$ cat src/rtl/fpga_ccff_loader.sv
// fpga_ccff_loader: Wishbone slave that serialises 32-bit bitstream words onto
// the fabric configuration chain and captures the chain tail for readback.
module fpga_ccff_loader #(
  parameter int unsigned CLK_DIV = 4
) (
  input  logic        wb_clk_i,
  input  logic        wb_rst_ni,
  input  logic        wbs_stb_i,
  input  logic        wbs_cyc_i,
  input  logic        wbs_we_i,
  input  logic [3:0]  wbs_sel_i,
  input  logic [31:0] wbs_adr_i,
  input  logic [31:0] wbs_dat_i,
  output logic        wbs_ack_o,
  output logic [31:0] wbs_dat_o,
  output logic        prog_clk_o,
  output logic        prog_reset_o,
  output logic        ccff_head_o,
  input  logic        ccff_tail_i,
  output logic        irq_o
);

  typedef enum logic [1:0] {S_IDLE = 2'd0, S_LOW = 2'd1, S_HIGH = 2'd2} state_t;
  localparam logic [7:0] DIV_LAST = 8'(CLK_DIV - 1);

  state_t      r_state, w_state_nx;
  logic [2:0]  r_ctrl;
  logic        r_buf_full, r_done, r_ack, r_pclk, r_head, r_prst, r_irq;
  logic [31:0] r_buf, r_tx, r_rx, r_rxdata, r_count, r_dat;
  logic [4:0]  r_bit_cnt;
  logic [7:0]  r_div;

  logic [2:0]  w_adr;
  logic        w_acc_new, w_wr, w_abort, w_tx_wr, w_w1c, w_stall, w_msb;
  logic        w_div_last, w_bit_end, w_sample, w_word_end, w_load;
  logic [31:0] w_tx_nx, w_rd_val;
  logic        w_unused;

  assign w_unused   = ^{wbs_sel_i, wbs_adr_i[31:5], wbs_adr_i[1:0]};
  assign w_adr      = wbs_adr_i[4:2];
  // An access already acked this cycle is the tail of the same transfer.
  assign w_acc_new  = wbs_stb_i & wbs_cyc_i & ~r_ack;
  assign w_wr       = w_acc_new & wbs_we_i;
  assign w_abort    = w_wr & (w_adr == 3'd0) & wbs_dat_i[0];
  assign w_tx_wr    = w_wr & (w_adr == 3'd2);
  assign w_w1c      = w_wr & (w_adr == 3'd1) & wbs_dat_i[2];
  assign w_msb      = r_ctrl[1];
  assign w_div_last = (r_div == DIV_LAST);
  assign w_bit_end  = (r_state == S_HIGH) & w_div_last;
  assign w_sample   = (r_state == S_LOW) & w_div_last;
  assign w_word_end = w_bit_end & (r_bit_cnt == 5'd31);
  // A full buffer only accepts a new word in the cycle the shifter drains it.
  assign w_stall    = w_tx_wr & r_buf_full & ~w_load;

  always_comb begin
    w_state_nx = r_state;
    w_load     = 1'b0;
    case (r_state)
      S_IDLE: if (r_buf_full && !r_ctrl[0]) begin
        w_load     = 1'b1;
        w_state_nx = S_LOW;
      end
      S_LOW:  if (w_div_last) w_state_nx = S_HIGH;
      S_HIGH: if (w_div_last) begin
        if (r_bit_cnt != 5'd31) begin
          w_state_nx = S_LOW;
        end else if (r_buf_full) begin
          w_load     = 1'b1;
          w_state_nx = S_LOW;
        end else begin
          w_state_nx = S_IDLE;
        end
      end
      default: w_state_nx = S_IDLE;
    endcase
    if (w_abort) begin
      w_state_nx = S_IDLE;
      w_load     = 1'b0;
    end
  end

  always_comb begin
    w_tx_nx = r_tx;
    if (w_load)         w_tx_nx = r_buf;
    else if (w_bit_end) w_tx_nx = w_msb ? {r_tx[30:0], 1'b0} : {1'b0, r_tx[31:1]};
  end

  always_comb begin
    w_rd_val = '0;
    case (w_adr)
      3'd0:    w_rd_val = {29'd0, r_ctrl};
      3'd1:    w_rd_val = {29'd0, r_done, r_buf_full, (r_state != S_IDLE)};
      3'd3:    w_rd_val = r_rxdata;
      3'd4:    w_rd_val = r_count;
      default: w_rd_val = '0;
    endcase
  end

  always_ff @(posedge wb_clk_i or negedge wb_rst_ni) begin
    if (!wb_rst_ni) r_state <= S_IDLE;
    else            r_state <= w_state_nx;
  end

  always_ff @(posedge wb_clk_i or negedge wb_rst_ni) begin
    if (!wb_rst_ni) begin
      r_ctrl <= 3'b001;  r_buf_full <= 1'b0; r_done <= 1'b0; r_ack <= 1'b0;
      r_pclk <= 1'b0;    r_head <= 1'b0;     r_prst <= 1'b1; r_irq <= 1'b0;
      r_buf <= '0; r_tx <= '0; r_rx <= '0; r_rxdata <= '0; r_count <= '0;
      r_dat <= '0; r_bit_cnt <= '0; r_div <= '0;
    end else begin
      r_ack <= w_acc_new & ~w_stall;
      r_dat <= (w_acc_new & ~w_stall & ~wbs_we_i) ? w_rd_val : 32'd0;
      if (w_wr && (w_adr == 3'd0)) r_ctrl <= wbs_dat_i[2:0];

      if (w_abort) begin
        r_buf_full <= 1'b0;
      end else if (w_tx_wr && !w_stall) begin
        r_buf      <= wbs_dat_i;
        r_buf_full <= 1'b1;
      end else if (w_load) begin
        r_buf_full <= 1'b0;
      end

      r_div <= ((w_state_nx != r_state) || (r_state == S_IDLE)) ? 8'd0 : r_div + 8'd1;
      if (w_load)         r_bit_cnt <= 5'd0;
      else if (w_bit_end) r_bit_cnt <= r_bit_cnt + 5'd1;
      r_tx <= w_tx_nx;
      if (w_sample) r_rx <= w_msb ? {r_rx[30:0], ccff_tail_i} : {ccff_tail_i, r_rx[31:1]};
      if (w_word_end) r_rxdata <= r_rx;

      if (w_abort)        r_count <= '0;
      else if (w_bit_end) r_count <= r_count + 32'd1;
      if (w_word_end)     r_done <= 1'b1;
      else if (w_w1c)     r_done <= 1'b0;

      r_irq  <= r_done & r_ctrl[2];
      r_prst <= r_ctrl[0];
      r_pclk <= (w_state_nx == S_HIGH);
      // Head only moves when the tx register shifts, i.e. at prog_clk fall.
      r_head <= (w_state_nx != S_IDLE) & (w_msb ? w_tx_nx[31] : w_tx_nx[0]);
    end
  end

  assign wbs_ack_o    = r_ack;
  assign wbs_dat_o    = r_dat;
  assign prog_clk_o   = r_pclk;
  assign prog_reset_o = r_prst;
  assign ccff_head_o  = r_head;
  assign irq_o        = r_irq;

endmodule

$ cat config.mk
export PLATFORM = sky130hd
export DESIGN_NAME = fpga_ccff_loader
export DESIGN_NICKNAME = d
export VERILOG_FILES = /design/src/rtl/fpga_ccff_loader.sv
export SDC_FILE = /design/constraint.sdc
export NUM_CORES = 1
export LEC_CHECK = 0
export BUFFER_PORTS_ARGS = -buffer_cell sky130_fd_sc_hd__buf_2
export CORE_MARGIN = 5
export CORE_UTILIZATION = 35
export CTS_CLUSTER_SIZE = 10
export DETAILED_ROUTE_END_ITERATION = 7
export PLACE_DENSITY = 0.51
export SLEW_MARGIN = 10
export SYNTH_ARGS = -nofsm -noshare
export SYNTH_HDL_FRONTEND = slang
export SYNTH_SLANG_ARGS = --single-unit
$ cat constraint.sdc
create_clock -name wb_clk_i -period 3.5 [get_ports wb_clk_i]
set_input_delay 0.35 -clock wb_clk_i [delete_from_list [all_inputs] [get_ports wb_clk_i]]
set_output_delay 0.35 -clock wb_clk_i [all_outputs]
set_load 0.02 [all_outputs]
==> flow_summary_export.csv <==
group,metric,value,unit
status,status,"complete, no violations",
cells_and_area,area_growth,16.7,%
placement,placed_cell_area,10500,sq um
route,met2RoutedLength,9740,um
worst_setup_path,worstReg2RegStart,"r_div[0]",
worst_setup_path,cp_max_fo,15,
cts,root_buffer,"clkbuf_16",
sta,hold_violations,0,
yosys,yosys_warnings,0,
worst_setup_path,crit_arrival,3.32,ns
grt,grt_max_degree,104,
power,vdd_drop_max,0.000364,V
die,dieArea,31100,sq um
yosys,syn_area,9680,sq um
hold_path,hold_path_class,"in2reg",
worst_setup_path,crit_start,"r_div[0]",
sta,period_needed,2.88,ns
cells_and_area,multiInputGateArea,4000,sq um
cells_and_area,final_nets,1111,
sta,finalSetupViolations,0,
route,drc,0,
die,core,27100,sq um
cells_and_area,fin_util,0.417,
cells_and_area,drive_gt1_frac,0.170,
sta,worstMarginPinSlew,0.854,ns
route,first_pass_iters,7,
worst_setup_path,crit_required,3.93,ns
yosys,yosysSeqAreaShare,0.561,
cts,clock-sinks,217,
die,die_x,176,um
yosys,ys_async_sr_fraction,1.00,
route,wirelength,21500,um
yosys,synth_enable_flop_cells,0,
yosys,yosysMostFrequentCell,"dfrtp_1",
placement,hpwlAfterDp,13800,um
cts,clk_pin_slew,0.06,ns
worst_setup_path,cp-start-kind,"register",
grt,grt_antenna_before_repair,6,
grt,grt_remaining_overflow,0,
grt,first_global_vias,6783,
sta,skew,0.0110,ns
grt,grt.total_usage,0.140,
yosys,ys_ff_latch,217,
cells_and_area,stdcell_area,11300,sq um
route,detail-route-antenna-nets,0,
die,initial_core_util,0.357,
worst_setup_path,crit_path_end,"r_count[30]",
worst_setup_path,path_class,"reg2reg",
cells_and_area,fillerInstances,2682,
power,power_density,600,nW/um^2
cts,cts_made_buffers,26,
route,avgRoutedWirePerCell,15.2,um
yosys,ys.flop_type,"dfrtp_1",
sta,setup_tns,0,ns
sta,rsz0062_at_grt,"false",
grt,grt_pass1_wl,35900,um
cells_and_area,regArea,5440,sq um
route,wl_met1,10100,um
cts,cts_tree,"built",
route,routed.top_layer,"met5",
sta,fin_crit_sh,0.824,
cts,insertion_delay,0.51,ns
route,routed-wl-met3,1200,um
cts,cts_buffer_depth,3,
cts,htreeDepth,1,
cts,post_cts.repair.setup_buffers,0,
yosys,netlist.area_leader.share,0.556,
power,p_leak,5.02,nW
yosys,synth_cells,967,
run,cap_violations,0,
power,total_power,6.77,mW
placement,port_buffers,77,
yosys,ys_top_cells_by_count,"dfrtp_1 (215), nand2_1 (188), nor2_1 (103)",
die,row_count,60,
sta,slew_headroom,0.430,
route,drt_iter0_markers,342,
yosys,yosysTopAreaCell,"dfrtp_1",
die,die_h,176,um
yosys,synth.distinct_cells,43,
sta,max_freq,0.347,GHz
worst_setup_path,r2r_end,"r_count[30]",
sta,maxSlewViolCount,0,
worst_setup_path,rrSetupSlack,0.62,ns
worst_setup_path,rr_worst_depth,6,
route,viasPerCell,4.86,
worst_setup_path,endpoint_kind,"register",
placement,gp_congestion,0.787,
yosys,syn_avg_cell_area,10.0,sq um
route,routed-via-count,6893,
die,pin_count,111,
yosys,synth_fp_nets,1045,
yosys,synth.area.top_cells,"dfrtp_1 (56%), nand2_1 (7.3%), mux2i_1 (6.7%)",
==> where the power goes <==
group | leakage [nW] | switching, mW | internal, mW
logic | 1.89 | 0.493 | 0.493
registers | 2.76 | 0.408 | 2.92
clock network | 0.370 | 0.970 | 1.49
==> sequential cells by signal, summed over array words and instances (netlist names), 2 cells and up <==
register,cells
r_bit_cnt,5
r_buf,32
r_count,32
r_ctrl,3
r_div,8
r_rx,32
r_rxdata,32
r_state,2
r_tx,32
wbs_dat_o,32
==> per-layer routing <==
| layer | up-vias | global-route usage |
|---|---|---|
| li1 | 3451 | - |
| met1 | 3245 | 0.190 |
| met2 | 153 | 0.231 |
| met3 | 36 | 0.0304 |
| met4 | 8 | 0.0299 |
| met5 | - | 0 |
==> how the worst min path moves through the flow <==
stage | startpoint | end | slack (ns) | cells past startpoint
3_5_place_dp | r_ctrl[0] | prog_reset_o | 0.40 | 0
6_report | wbs_dat_i[5] | r_buf[5] | 0.06 | 2
4_1_cts | wbs_dat_i[5] | r_buf[5] | 0.03 | 2
3_3_place_gp | r_ctrl[0] | prog_reset_o | 0.40 | 0
2_1_floorplan | wb_rst_ni | ccff_head_o | 0.05 | 0
5_1_grt | wbs_dat_i[27] | r_buf[27] | 0.04 | 2
==> cells by family (layout without fill, tap and decap cells) <==
family                   after synthesis  count (layout)  share of synthesized area
AO/OA/AOI/OAI                        160             160                     0.0957
XOR/XNOR                              32              32                     0.0290
adder cells (fa/ha/maj)                4               4                    0.00517
buffers and inverters                 72             150                     0.0286
flip-flops                           217             217                      0.561
multiplexers                         100             100                      0.108
other                                  0               2                          0
AND/OR/NAND/NOR                      382             382                      0.172
==> cell usage in the layout, fill, tap and decap left out, types with 8 or more instances in the layout <==
cell type	count
a21oi_1	46
a22oi_1	29
and4_1	8
buf_2	76
buf_4	19
clkbuf_1	10
clkbuf_16	27
dfrtp_1	214
inv_1	11
mux2_2	35
mux2i_1	65
nand2_1	188
nand3_1	19
nand4_1	10
nor2_1	101
nor3_1	8
nor4_1	12
o21ai_0	69
xnor2_1	19
xor2_1	13
==> metrics by stage <==
step / hold WS [ns] / setup slack, ns / std cells
after floorplan: 0.0544 / 0.910 / 967
final: 0.0613 / 0.616 / 1419
after global routing: 0.0405 / 0.508 / 1419
after global placement: 0.398 / 0.641 / 1376
after detailed placement: 0.396 / 0.608 / 1376
after CTS: 0.0340 / 0.587 / 1417
==> what timing repair did <==
item                      CTS  global route
hold endpoints to repair   99             0
hold buffers                1             0
gates resized for setup     0             0
==> worst max-delay path: stages (launching register included) <==
cell and delay [ns]:
dfrtp_1 0.38, ha_1 0.22, or3b_2 0.50, or4_4 0.67
or4_4 0.57, or3_1 0.32, a21oi_1 0.15
==> area by class of cell <==
| type | count | area share |
|---|---|---|
| Sequential cell | 217 | 0.481 |
| Multi-Input combinational cell | 678 | 0.354 |
| Clock buffer | 38 | 0.0644 |
| Timing Repair Buffer | 99 | 0.0521 |
| Tap cell | 372 | 0.0412 |
| Inverter | 11 | 0.00366 |
| Clock inverter | 2 | 0.00310 |
| Antenna cell | 2 | 0.000443 |
No activity file was read; power rests on OpenSTA's default activity.
